$ cat config.mk
export PLATFORM = sky130hd
export DESIGN_NAME = alu_issue_ctrl
export DESIGN_NICKNAME = d
export VERILOG_FILES = /design/src/rtl/alu_issue_ctrl.sv
export SDC_FILE = /design/constraint.sdc
export NUM_CORES = 1
export LEC_CHECK = 0
export CORE_ASPECT_RATIO = 1.75
export CORE_MARGIN = 2
export CORE_UTILIZATION = 31
export CTS_CLUSTER_SIZE = 14
export DETAILED_ROUTE_END_ITERATION = 8
export DONT_BUFFER_PORTS = 1
export GPL_ROUTABILITY_DRIVEN = 0
export GPL_TIMING_DRIVEN = 0
export PLACE_DENSITY = 0.54
export SLEW_MARGIN = 30
export SYNTH_ARGS = -nofsm -noshare
export SYNTH_HDL_FRONTEND = slang
export SYNTH_SLANG_ARGS = --single-unit
$ cat constraint.sdc
create_clock -name clk -period 2.22 [get_ports clk]
set_clock_uncertainty 0.15 [all_clocks]
set_input_delay 0.333 -clock clk [delete_from_list [all_inputs] [get_ports clk]]
set_output_delay 0.333 -clock clk [all_outputs]
set_load 0.02 [all_outputs]
$ cat src/rtl/alu_issue_ctrl.sv
// ---------------------------------------------------------------------------
// alu_issue_ctrl
//
// Sequential issue controller for the 8-bit combinational ALU.
// One instruction is in flight at a time. It moves IDLE -> EXEC -> WB -> IDLE,
// so each instruction occupies the controller for exactly three cycles.
//
//   IDLE : Accepts an instruction over instr_valid/instr_ready. On the accept
//          edge it reads both operands from the register file and registers
//          them, together with the opcode, onto the ALU inputs.
//   EXEC : The ALU inputs are held stable for the whole cycle. The ALU result
//          and zero flag are captured on the closing edge.
//   WB   : Retires the instruction. For a legal opcode it writes the register
//          file and updates flag_zero and done_data. For an illegal opcode it
//          writes nothing, clears done_data and raises err_op. done pulses
//          for one cycle in both cases.
//
// Ports
//   clk, rst        clock; synchronous active-high reset
//   instr_valid     instruction present
//   instr_ready     controller can accept (IDLE and not in reset)
//   instr_op        ALU opcode to issue
//   instr_rd        destination register
//   instr_rs1       source register driven to alu_a
//   instr_rs2       source register driven to alu_b
//   ld_en           direct register-file write strobe, honoured in any state
//   ld_addr         register written by ld_en
//   ld_data         data written by ld_en
//   alu_a, alu_b    registered operands to the ALU
//   alu_opcode      registered opcode to the ALU
//   alu_result      combinational ALU result
//   alu_zero        combinational ALU zero flag
//   done            one-cycle retire pulse
//   done_data       result of the last retired instruction
//   flag_zero       zero flag of the last legal retired instruction
//   err_op          one-cycle pulse with done for opcodes 110/111
//   busy            controller not in IDLE
//   dbg_addr        debug read index
//   dbg_data        combinational read of the register selected by dbg_addr
// ---------------------------------------------------------------------------
module alu_issue_ctrl #(
    parameter int WIDTH  = 8,
    parameter int ADDR_W = 2
) (
    input  logic              clk,
    input  logic              rst,

    input  logic              instr_valid,
    output logic              instr_ready,
    input  logic [2:0]        instr_op,
    input  logic [ADDR_W-1:0] instr_rd,
    input  logic [ADDR_W-1:0] instr_rs1,
    input  logic [ADDR_W-1:0] instr_rs2,

    input  logic              ld_en,
    input  logic [ADDR_W-1:0] ld_addr,
    input  logic [WIDTH-1:0]  ld_data,

    output logic [WIDTH-1:0]  alu_a,
    output logic [WIDTH-1:0]  alu_b,
    output logic [2:0]        alu_opcode,
    input  logic [WIDTH-1:0]  alu_result,
    input  logic              alu_zero,

    output logic              done,
    output logic [WIDTH-1:0]  done_data,
    output logic              flag_zero,
    output logic              err_op,
    output logic              busy,

    input  logic [ADDR_W-1:0] dbg_addr,
    output logic [WIDTH-1:0]  dbg_data
);

    localparam int NREG = 1 << ADDR_W;

    typedef enum logic [1:0] {
        IDLE = 2'd0,
        EXEC = 2'd1,
        WB   = 2'd2
    } state_t;

    state_t state_q;
    state_t state_d;

    logic [WIDTH-1:0]  regs [NREG];

    // Instruction context latched at accept (stage 0) and ALU capture (stage 1).
    logic [ADDR_W-1:0] rd_p0;
    logic [2:0]        op_p0;
    logic [WIDTH-1:0]  res_p1;
    logic              zero_p1;

    logic              accept;
    logic              wb_legal;
    logic              wb_illegal;

    // The ALU defines opcodes 000-101. 110 and 111 are issued anyway but retire
    // as errors.
    function automatic logic op_is_legal(input logic [2:0] op);
        return (op <= 3'd5);
    endfunction

    // -----------------------------------------------------------------------
    // FSM next-state and handshake
    // -----------------------------------------------------------------------
    always_comb begin
        state_d     = state_q;
        instr_ready = 1'b0;
        case (state_q)
            IDLE: begin
                instr_ready = !rst;
                if (instr_valid && !rst) begin
                    state_d = EXEC;
                end
            end
            EXEC:    state_d = WB;
            WB:      state_d = IDLE;
            default: state_d = IDLE;
        endcase
    end

    assign accept     = instr_valid && instr_ready;
    assign wb_legal   = (state_q == WB) &&  op_is_legal(op_p0);
    assign wb_illegal = (state_q == WB) && !op_is_legal(op_p0);
    assign busy       = (state_q != IDLE);
    assign dbg_data   = regs[dbg_addr];

    always_ff @(posedge clk) begin
        if (rst) begin
            state_q <= IDLE;
        end else begin
            state_q <= state_d;
        end
    end

    // -----------------------------------------------------------------------
    // Stage 0: accept edge -- operands read with pre-edge register values
    // -----------------------------------------------------------------------
    always_ff @(posedge clk) begin
        if (rst) begin
            alu_a      <= '0;
            alu_b      <= '0;
            alu_opcode <= '0;
            rd_p0      <= '0;
            op_p0      <= '0;
        end else if (accept) begin
            alu_a      <= regs[instr_rs1];
            alu_b      <= regs[instr_rs2];
            alu_opcode <= instr_op;
            rd_p0      <= instr_rd;
            op_p0      <= instr_op;
        end
    end

    // -----------------------------------------------------------------------
    // Stage 1: close of EXEC -- capture ALU result and zero flag
    // -----------------------------------------------------------------------
    always_ff @(posedge clk) begin
        if (rst) begin
            res_p1  <= '0;
            zero_p1 <= 1'b0;
        end else if (state_q == EXEC) begin
            res_p1  <= alu_result;
            zero_p1 <= alu_zero;
        end
    end

    // -----------------------------------------------------------------------
    // Stage 2: close of WB -- retire, report status
    // -----------------------------------------------------------------------
    always_ff @(posedge clk) begin
        if (rst) begin
            done      <= 1'b0;
            err_op    <= 1'b0;
            done_data <= '0;
            flag_zero <= 1'b0;
        end else begin
            done   <= (state_q == WB);
            err_op <= wb_illegal;
            if (wb_legal) begin
                done_data <= res_p1;
                flag_zero <= zero_p1;
            end else if (wb_illegal) begin
                done_data <= '0;
            end
        end
    end

    // Register file. The write-back assignment comes after the ld_en one, so on
    // a same-edge, same-address collision the instruction result is kept.
    always_ff @(posedge clk) begin
        if (rst) begin
            for (int i = 0; i < NREG; i++) begin
                regs[i] <= '0;
            end
        end else begin
            if (ld_en) begin
                regs[ld_addr] <= ld_data;
            end
            if (wb_legal) begin
                regs[rd_p0] <= res_p1;
            end
        end
    end

endmodule

==> results of run 1 <==
state kept, by name (all words and copies together) (netlist names):
signal and cells:
alu_a 8, alu_b 8, done 1, done_data 8, err_op 1, flag_zero 1, op_p0 3, rd_p0 2
regs 32, res_p1 8, state_q 2, zero_p1 1
cell families (layout without fill, tap and decap cells):
logic type / count (synthesis) / in the layout / synth area share
AOI/OAI and AO/OA: 41 / 41 / 0.06489
DFF: 75 / 75 / 0.4998
buffers and inverters: 32 / 61 / 0.03570
muxes: 56 / 56 / 0.2362
and+or+nand+nor: 123 / 123 / 0.1634
routing by layer:
layer,track usage,share of wire
met1,0.1321,0.32
met2,0.2934,0.60
met3,0.05025,0.064
met5,0,0
met4,0.06032,0.020
cell usage after synthesis:
master,count,area [um2]
nand2_1,76,285.3
dfxtp_1,43,860.8
edfxtp_1,32,960.9
mux2i_1,32,320.3
mux4_2,24,540.5
nand2b_1,22,137.6
o21ai_0,22,110.1
clkbuf_1,12,45.04
a21oi_1,10,50.05
a22o_1,8,70.07
inv_1,8,30.03
nor2_1,8,30.03
buf_1,6,22.52
buf_2,5,25.02
nor2b_1,3,18.77
nor3_1,2,10.01
nor4b_2,2,30.03
nor4bb_1,2,20.02
a31oi_1,1,6.260
and2_1,1,6.260
buf_4,1,7.510
nand2b_4,1,13.76
nand3_1,1,5.000
nand4_1,1,6.260
nand4b_1,1,8.760
or2_2,1,6.260
or4_1,1,7.510
or4b_1,1,10.01
layout make-up:
type | count | share of cell area
sequential | 75 | 0.4296
multi-input combinational | 220 | 0.4016
clock buffer | 12 | 0.05577
tap | 135 | 0.03983
timing repair buffer | 14 | 0.03305
buffer | 23 | 0.02272
clock inverter | 4 | 0.01033
inverter | 8 | 0.007082
how the worst max path moves through the flow:
| stage | start | to | slack [ns] | depth (start not counted) |
|---|---|---|---|---|
| final | op_p0[1]$_SDFFE_PP0P_ | regs[1][4]$_DFFE_PP_ | 0.14 | 4 |
| after CTS | op_p0[1]$_SDFFE_PP0P_ | regs[1][6]$_DFFE_PP_ | 0.11 | 4 |
| after global routing | op_p0[1]$_SDFFE_PP0P_ | regs[1][4]$_DFFE_PP_ | 0.07 | 4 |
| after floorplan | op_p0[1]$_SDFFE_PP0P_ | regs[1][0]$_DFFE_PP_ | 0.27 | 4 |
| after global placement | rst | instr_ready | -0.06 | 4 |
| after detailed placement | rst | instr_ready | -0.08 | 4 |
worst max-delay path, cell delays in order (launching register included):
cell,delay [ns]
dfxtp_1,0.40
and2_1,0.24
or4_1,0.50
buf_2,0.23
nand2_2,0.24
where the power goes:
part	internal (mW)	switching [mW]
Combinational	0.140	0.173
Sequential	1.52	0.0881
Clock	0.864	0.539
Total	2.52	0.800
repair_timing:
| item | 4_1_cts | 5_1_grt |
|---|---|---|
| resized for setup | 2 | 0 |
| hold buffers | 14 | 0 |
| setup endpoints to repair | 12 | 0 |
| endpoints found under the hold margin | 14 | 0 |
==> flow_metrics.py, run 1 <==
metrics = {
    "status": {
        "outcome": "finished, final reports clean",
    },
    "sta": {
        "fin_hold_ws_ns": 0.07908,
        "grt_setup_unrepaired": "false",
        "hold_violations": 0,
        "tns_ns": 0,
        "setup_violations": 0,
        "timing.final.crit_share": 0.9373,
        "finalWorstSetupSlack_ns": 0.1393,
        "max_freq_mhz": 480.6,
        "worstMarginPinSlew_ns": 0.9546,
        "period_minus_slack_ns": 2.081,
        "maxSlewViolCount": 0,
        "maxSlewHeadroom": 0.3620,
    },
    "cells_and_area": {
        "drive_above_1_share": 0.1376,
        "layout_common_cells": "nand2_1, dfxtp_1, mux2i_1, edfxtp_1, mux4_2",
        "seq_area_um2": 1822,
        "final_nets": 385,
        "layout_commonest_cell": "nand2_1",
        "n_antenna_cell": 0,
        "multi_input_area_um2": 1703,
        "final_util": 0.3682,
        "design_area_um2": 4240,
        "areaGrowthSynthToFinish_pct": 16.34,
        "fill_cells": 1139,
        "instances_no_fill": 491,
    },
    "yosys": {
        "synthCells": 327,
        "syn_nets": 361,
        "ys_seq_area_frac": 0.4998,
        "ys_types": 28,
        "synth_seq_cells": 75,
        "synth_warnings": 0,
        "syn_avg_cell_area_um2": 11.15,
        "syn-cell-area_um2": 3645,
    },
    "placed_design": {
        "place_hpwl_um": 7494,
        "placedCellCount": 462,
        "port_buffers": 0,
        "dp_slack_ns": -0.08477,
        "placed_area_um2": 3819,
    },
    "floorplan": {
        "rows": 52,
        "initial_utilization": 0.3165,
        "num_io_pins": 74,
        "core-area_um2": 11520,
        "fp.dieW_um": 85.97,
        "die_h_um": 147.4,
        "die_area_um2": 12670,
    },
    "worst_setup_path": {
        "path_max_fanout": 9,
        "rrSetupSlack_ns": 0.14,
        "timing.rr.start": "op_p0[1]$_SDFFE_PP0P_",
        "criticalPathCategory": "flop to flop",
        "startpoint_type": "flop",
        "worstSetupEndpointType": "flop",
        "crit_required_ns": 2.08,
        "arrival_ns": 1.94,
        "rr_endpoint": "regs[1][4]$_DFFE_PP_",
        "reg2reg_depth": 4,
    },
    "hold_path": {
        "hold_start": "rst",
        "hp-class": "input port to flop",
        "min_delay_path_depth": 2,
        "min_to": "alu_b[7]$_SDFFE_PP0P_",
    },
    "global_routing": {
        "grt_antenna_before_repair": 0,
        "grt_pass1_wl_um": 14100,
        "grt_start_max_net_pins": 20,
        "track_usage": 0.1491,
        "overflow": 0,
        "grt_pass1_vias": 2583,
    },
    "cts": {
        "clk_pin_slew_worst_paths_ns": 0.06,
        "clk_path_buf_depth": 2,
        "cts_max_level": 3,
        "cts_sinks": 75,
        "post_cts_buffers": 0,
        "cts_buffers": 9,
        "cts_tree": "built",
        "clk_latency_ns": 0.33,
        "cts_root_buf": "clkbuf_16",
    },
    "flow_run": {
        "max_cap_violations": 0,
    },
    "detailed_routing": {
        "firstDrtPassIters": 4,
        "wl_um": 9125,
        "dr_total_vias": 2477,
        "ant_nets": 0,
        "drtIter0Drc": 76,
        "wl_per_cell_um": 18.58,
        "remaining_drc_errors": 0,
        "via_per_inst": 5.045,
    },
    "power_and_ir_drop": {
        "ir_worst_vdd_mv": 0.3421,
        "cellPowerDensity_nw_per_um2": 783.1,
        "power_leakage_nw": 1.636,
        "total_power_mw": 3.321,
    },
}
Note: power is estimated with default switching activity, not from simulation.
==> inputs of run 2 (changes only) <==
--- a/config.mk
+++ b/config.mk
@@ -13,7 +13,7 @@
 export DONT_BUFFER_PORTS = 1
 export GPL_ROUTABILITY_DRIVEN = 0
 export GPL_TIMING_DRIVEN = 0
-export PLACE_DENSITY = 0.54
+export RECOVER_POWER = 50
 export SLEW_MARGIN = 30
 export SYNTH_ARGS = -nofsm -noshare
 export SYNTH_HDL_FRONTEND = slang
==> run 2 against run 1 <==
  * Sequential power about the same
  * First-iteration DRC count increased by 37%
  * Power decreased by 3.3%
  * Critical path type unchanged
  * Highest routed layer unchanged
  * Clock-buffer cell count unchanged
  * Die area unchanged
==> flow_metrics.py, run 2 (same netlist as run 1, synthesis figures left out) <==
metrics = {
    "status": {
        "outcome": "finished, final reports clean",
    },
    "cts": {
        "cts_tree": "built",
        "cts_sinks": 75,
        "post_cts_buffers": 0,
        "cts_max_level": 3,
        "cts_root_buf": "clkbuf_16",
        "cts_buffers": 9,
        "clk_latency_ns": 0.34,
        "clk_path_buf_depth": 2,
        "clk_pin_slew_worst_paths_ns": 0.06,
    },
    "cells_and_area": {
        "n_antenna_cell": 0,
        "design_area_um2": 4219,
        "regMostFlops": "regs",
        "layout_common_cells": "nand2_1, dfxtp_1, mux2i_1, edfxtp_1, mux4_2",
        "final_util": 0.3664,
        "final_nets": 386,
        "largest_reg_flops": 32,
        "areaGrowthSynthToFinish_pct": 15.76,
        "layout_commonest_cell": "nand2_1",
        "drive_above_1_share": 0.1373,
    },
    "hold_path": {
        "hp-class": "input port to flop",
    },
    "worst_setup_path": {
        "worst_path_max_delay_cell": "or4_1",
        "max_stage_delay_ns": 0.52,
        "cp_cell_sequence": "and2_0 -> or4_1 -> buf_2 -> nand2_2",
        "criticalPathCategory": "flop to flop",
        "startpoint_type": "flop",
        "arrival_ns": 2.01,
        "critPathBufInv": 1,
        "worstSetupEndpointType": "flop",
        "crit_required_ns": 2.09,
        "path_max_fanout": 9,
        "crit_family": "simple AND/OR/NAND/NOR gates",
    },
    "global_routing": {
        "grt_antenna_before_repair": 0,
        "overflow": 0,
        "grt_start_max_net_pins": 12,
        "grt_pass1_wl_um": 13830,
        "grt_pass1_vias": 2683,
        "track_usage": 0.1483,
    },
    "sta": {
        "period_minus_slack_ns": 2.132,
        "max_freq_mhz": 469.0,
        "setup_violations": 0,
        "worstMarginPinSlew_ns": 0.9654,
        "hold_violations": 0,
        "maxSlewViolCount": 0,
        "timing.final.crit_share": 0.9605,
        "fin_hold_ws_ns": 0.06869,
        "maxSlewHeadroom": 0.3547,
        "grt_setup_unrepaired": "false",
    },
    "detailed_routing": {
        "via_per_inst": 5.012,
        "firstDrtPassIters": 4,
        "ant_nets": 0,
        "dr_total_vias": 2466,
        "wl_per_cell_um": 18.60,
        "wl_um": 9151,
        "remaining_drc_errors": 0,
        "drtIter0Drc": 104,
    },
    "power_and_ir_drop": {
        "total_power_mw": 3.211,
        "cellPowerDensity_nw_per_um2": 761.0,
        "ir_worst_vdd_mv": 0.3917,
        "power_leakage_nw": 1.627,
    },
    "floorplan": {
        "die_area_um2": 12670,
        "core-area_um2": 11520,
        "rows": 52,
        "initial_utilization": 0.3165,
        "fp.dieW_um": 85.97,
        "die_h_um": 147.4,
        "num_io_pins": 74,
    },
    "placed_design": {
        "placed_area_um2": 3819,
        "port_buffers": 0,
        "place_hpwl_um": 7428,
    },
    "flow_run": {
        "max_cap_violations": 0,
    },
}
## run 2: final cells by class
class,instances,area (um2)
inverter,8,30.03
clock buffer,12,236.5
fill,1134,7297
multi-input combinational,220,1703
timing repair buffer,14,140.1
buffer,24,101.3
tap,135,168.9
sequential,75,1822
clock inverter,4,17.52
## run 2: where the power goes
part           switching [mW]  internal (mW)  leakage, nW  total, mW
registers              0.0870           1.52        0.684       1.60
logic                   0.174          0.141        0.817      0.315
clock network           0.546          0.746        0.125       1.29
## run 2: routing by layer
metal | global-route usage | routed length, um | vias up
met4 | 0.07698 | 314 | 0
met3 | 0.04802 | 545 | 19
li1 | - | - | 1217
met2 | 0.3004 | 5594 | 57
met5 | 0 | 0 | -
met1 | 0.1169 | 2696 | 1173
## run 2: worst register-to-register path: stages, from the launching register on
cell and delay, ns:
dfxtp_1 0.40, and2_0 0.27, or4_1 0.52, buf_2 0.23
nand2_2 0.24
## run 2: through the flow
step	worst slack [ns]	setup TNS, ns	cells
6_report	0.08771	0	492
5_1_grt	0.03714	0	492
4_1_cts	0.1027	0	492
3_5_place_dp	-0.1176	-1.605	462
3_3_place_gp	-0.06964	-0.4400	462
2_1_floorplan	0.2665	0	327
## run 2: worst paths after layout
check                                             from                     end  slack, ns  cells past startpoint
worst max register to register   op_p0[1]$_SDFFE_PP0P_    regs[1][0]$_DFFE_PP_       0.09                      4
worst min register to register  res_p1[5]$_SDFFE_PP0N_  res_p1[5]$_SDFFE_PP0N_       0.32                      2
worst min-delay path                               rst   alu_b[7]$_SDFFE_PP0P_       0.07                      2
worst max-delay path             op_p0[1]$_SDFFE_PP0P_    regs[1][0]$_DFFE_PP_       0.09                      4
## run 2: timing repair
item / CTS / global route
gates resized for setup: 3 / 0
endpoints found under the hold margin: 14 / 0
endpoints found under the setup margin: 17 / 0
hold buffers: 14 / 0
==> inputs of run 3 (changes only) <==
--- a/config.mk
+++ b/config.mk
@@ -6,7 +6,6 @@
 export NUM_CORES = 1
 export LEC_CHECK = 0
 export CORE_ASPECT_RATIO = 1.75
-export CORE_MARGIN = 2
 export CORE_UTILIZATION = 31
 export CTS_CLUSTER_SIZE = 14
 export DETAILED_ROUTE_END_ITERATION = 8
@@ -14,6 +13,7 @@
 export GPL_ROUTABILITY_DRIVEN = 0
 export GPL_TIMING_DRIVEN = 0
 export RECOVER_POWER = 50
+export SETUP_SLACK_MARGIN = 0.15
 export SLEW_MARGIN = 30
 export SYNTH_ARGS = -nofsm -noshare
 export SYNTH_HDL_FRONTEND = slang
==> run 3 against run 2 <==
  * The run now ends with design-rule violations left
  * Via count is 2.4% higher
  * Die area is 3.7% lower
  * Clock-buffer cell count is 3 lower
  * Power is 8.5% higher
  * Fmax is 4.2% higher
  * Cell count stayed put
  * Non-clock buffer count stayed put
  * Combinational power is 2% higher
  * Critical path depth stayed put
  * Routed wire length is 2.0% lower
  * Critical path type is now input port to primary output
  * Highest routed layer unchanged
==> flow_metrics.py, run 3 (same netlist as run 1, synthesis figures left out) <==
metrics = {
    "cells_and_area": {
        "final_nets": 386,
        "instances_no_fill": 492,
        "n_antenna_cell": 0,
        "design_area_um2": 4309,
        "layout_commonest_cell": "nand2_1",
        "largest_reg_flops": 32,
        "areaGrowthSynthToFinish_pct": 18.23,
        "regMostFlops": "regs",
        "layout_common_cells": "nand2_1, dfxtp_1, mux2i_1, edfxtp_1, mux4_2",
        "drive_above_1_share": 0.1569,
    },
    "worst_setup_path": {
        "reg2reg_depth": 4,
        "rrSetupSlack_ns": 0.18,
        "startpoint_type": "input port",
        "crit_required_ns": 1.74,
        "timing.rr.start": "op_p0[1]$_SDFFE_PP0P_",
        "worstSetupEndpointType": "primary output",
        "arrival_ns": 1.56,
        "path_max_fanout": 10,
        "criticalPathCategory": "input port to primary output",
        "rr_endpoint": "regs[3][5]$_DFFE_PP_",
    },
    "detailed_routing": {
        "wl_um": 8968,
        "via_per_inst": 5.132,
        "dr_total_vias": 2525,
        "ant_nets": 0,
        "drtIter0Drc": 94,
        "wl_per_cell_um": 18.23,
        "remaining_drc_errors": 9,
        "firstDrtPassIters": 8,
    },
    "status": {
        "outcome": "complete, but fails checks",
        "violations": "design-rule violations",
    },
    "floorplan": {
        "rows": 52,
        "die_area_um2": 12210,
        "num_io_pins": 74,
        "die_h_um": 145.4,
        "core-area_um2": 11520,
        "initial_utilization": 0.3165,
        "fp.dieW_um": 83.97,
    },
    "global_routing": {
        "grt_start_max_net_pins": 14,
        "overflow": 0,
        "grt_pass1_wl_um": 13870,
        "grt_pass1_vias": 2641,
        "track_usage": 0.1550,
        "grt_antenna_before_repair": 0,
    },
    "flow_run": {
        "max_cap_violations": 0,
    },
    "placed_design": {
        "placedCellCount": 462,
        "port_buffers": 0,
        "dp_slack_ns": -0.08033,
        "place_hpwl_um": 7202,
        "placed_area_um2": 3819,
    },
    "power_and_ir_drop": {
        "ir_worst_vdd_mv": 0.3270,
        "cellPowerDensity_nw_per_um2": 808.8,
        "total_power_mw": 3.485,
        "power_leakage_nw": 1.655,
    },
    "sta": {
        "hold_violations": 0,
        "period_minus_slack_ns": 2.046,
        "worstMarginPinSlew_ns": 0.8618,
        "maxSlewHeadroom": 0.4240,
        "finalWorstSetupSlack_ns": 0.1745,
        "maxSlewViolCount": 0,
        "max_freq_mhz": 488.9,
        "setup_violations": 0,
        "timing.final.crit_share": 0.9214,
        "grt_setup_unrepaired": "false",
    },
    "hold_path": {
        "min_delay_path_depth": 2,
        "min_to": "alu_b[7]$_SDFFE_PP0P_",
        "hold_start": "rst",
        "hp-class": "input port to flop",
    },
    "cts": {
        "cts_max_level": 3,
        "cts_root_buf": "clkbuf_16",
        "cts_sinks": 75,
        "post_cts_buffers": 0,
        "cts_tree": "built",
        "clk_pin_slew_worst_paths_ns": 0.06,
        "clk_latency_ns": 0.34,
        "clk_path_buf_depth": 2,
        "cts_buffers": 9,
    },
}
==> run 3: changes by cell type in the layout (fill, tap and decap cells not counted), sizes merged <==
cell,before,now
clkinvlp,0,3
clkinv,4,2
bufinv,0,2
clkbuf,25,22
==> run 3: power breakdown <==
part | switching [mW] | internal [mW] | leakage (nW) | total [mW]
logic | 0.177 | 0.143 | 0.823 | 0.320
clock network | 0.584 | 0.979 | 0.147 | 1.56
registers | 0.0862 | 1.52 | 0.684 | 1.60
==> run 3: layout make-up <==
| cell class | instances | area, um2 |
|---|---|---|
| Fill cell | 1125 | 7207 |
| Sequential cell | 75 | 1822 |
| Multi-Input combinational cell | 220 | 1727 |
| Clock buffer | 9 | 225.2 |
| Tap cell | 135 | 168.9 |
| Timing Repair Buffer | 14 | 140.1 |
| Buffer | 24 | 103.9 |
| Clock inverter | 7 | 92.59 |
| Inverter | 8 | 30.03 |
==> run 3: worst max-delay path by stage <==
stage	startpoint	end	slack, ns
floorplan	op_p0[1]$_SDFFE_PP0P_	regs[1][0]$_DFFE_PP_	0.27
global placement	rst	regs[0][2]$_DFFE_PP_	-0.05
detailed placement	rst	regs[0][2]$_DFFE_PP_	-0.08
CTS	rst	instr_ready	0.16
global route	rst	instr_ready	0.08
finish	rst	instr_ready	0.17
==> run 3: what timing repair did <==
action / CTS / global route
pin swaps: 0 / 1
hold endpoints to repair: 14 / 0
hold buffers: 14 / 0
resized for setup: 5 / 7
endpoints found under the setup margin: 17 / 25
==> run 3: per-stage QoR <==
| stage | hold slack (ns) | util | TNS [ns] |
|---|---|---|---|
| after floorplan | 0.2866 | - | 0 |
| after global placement | 0.2935 | 0.3312 | -0.3876 |
| after detailed placement | 0.3023 | 0.3316 | -1.034 |
| after CTS | 0.06317 | 0.3728 | 0 |
| after global routing | 0.08107 | 0.3742 | 0 |
| final | 0.07216 | 0.3742 | 0 |
==> run 3: critical path: stages <==
cell,delay [ns]
buf_2,0.20
clkbuf_1,0.50
buf_2,0.35
nor2_1,0.16
==> run 3: routing by layer <==
layer	GRT usage	up-vias	wire length, um
met5	0	-	0
met4	0.1121	0	304
met3	0.05105	21	567
met2	0.3008	78	5363
met1	0.1239	1211	2733
li1	-	1215	-
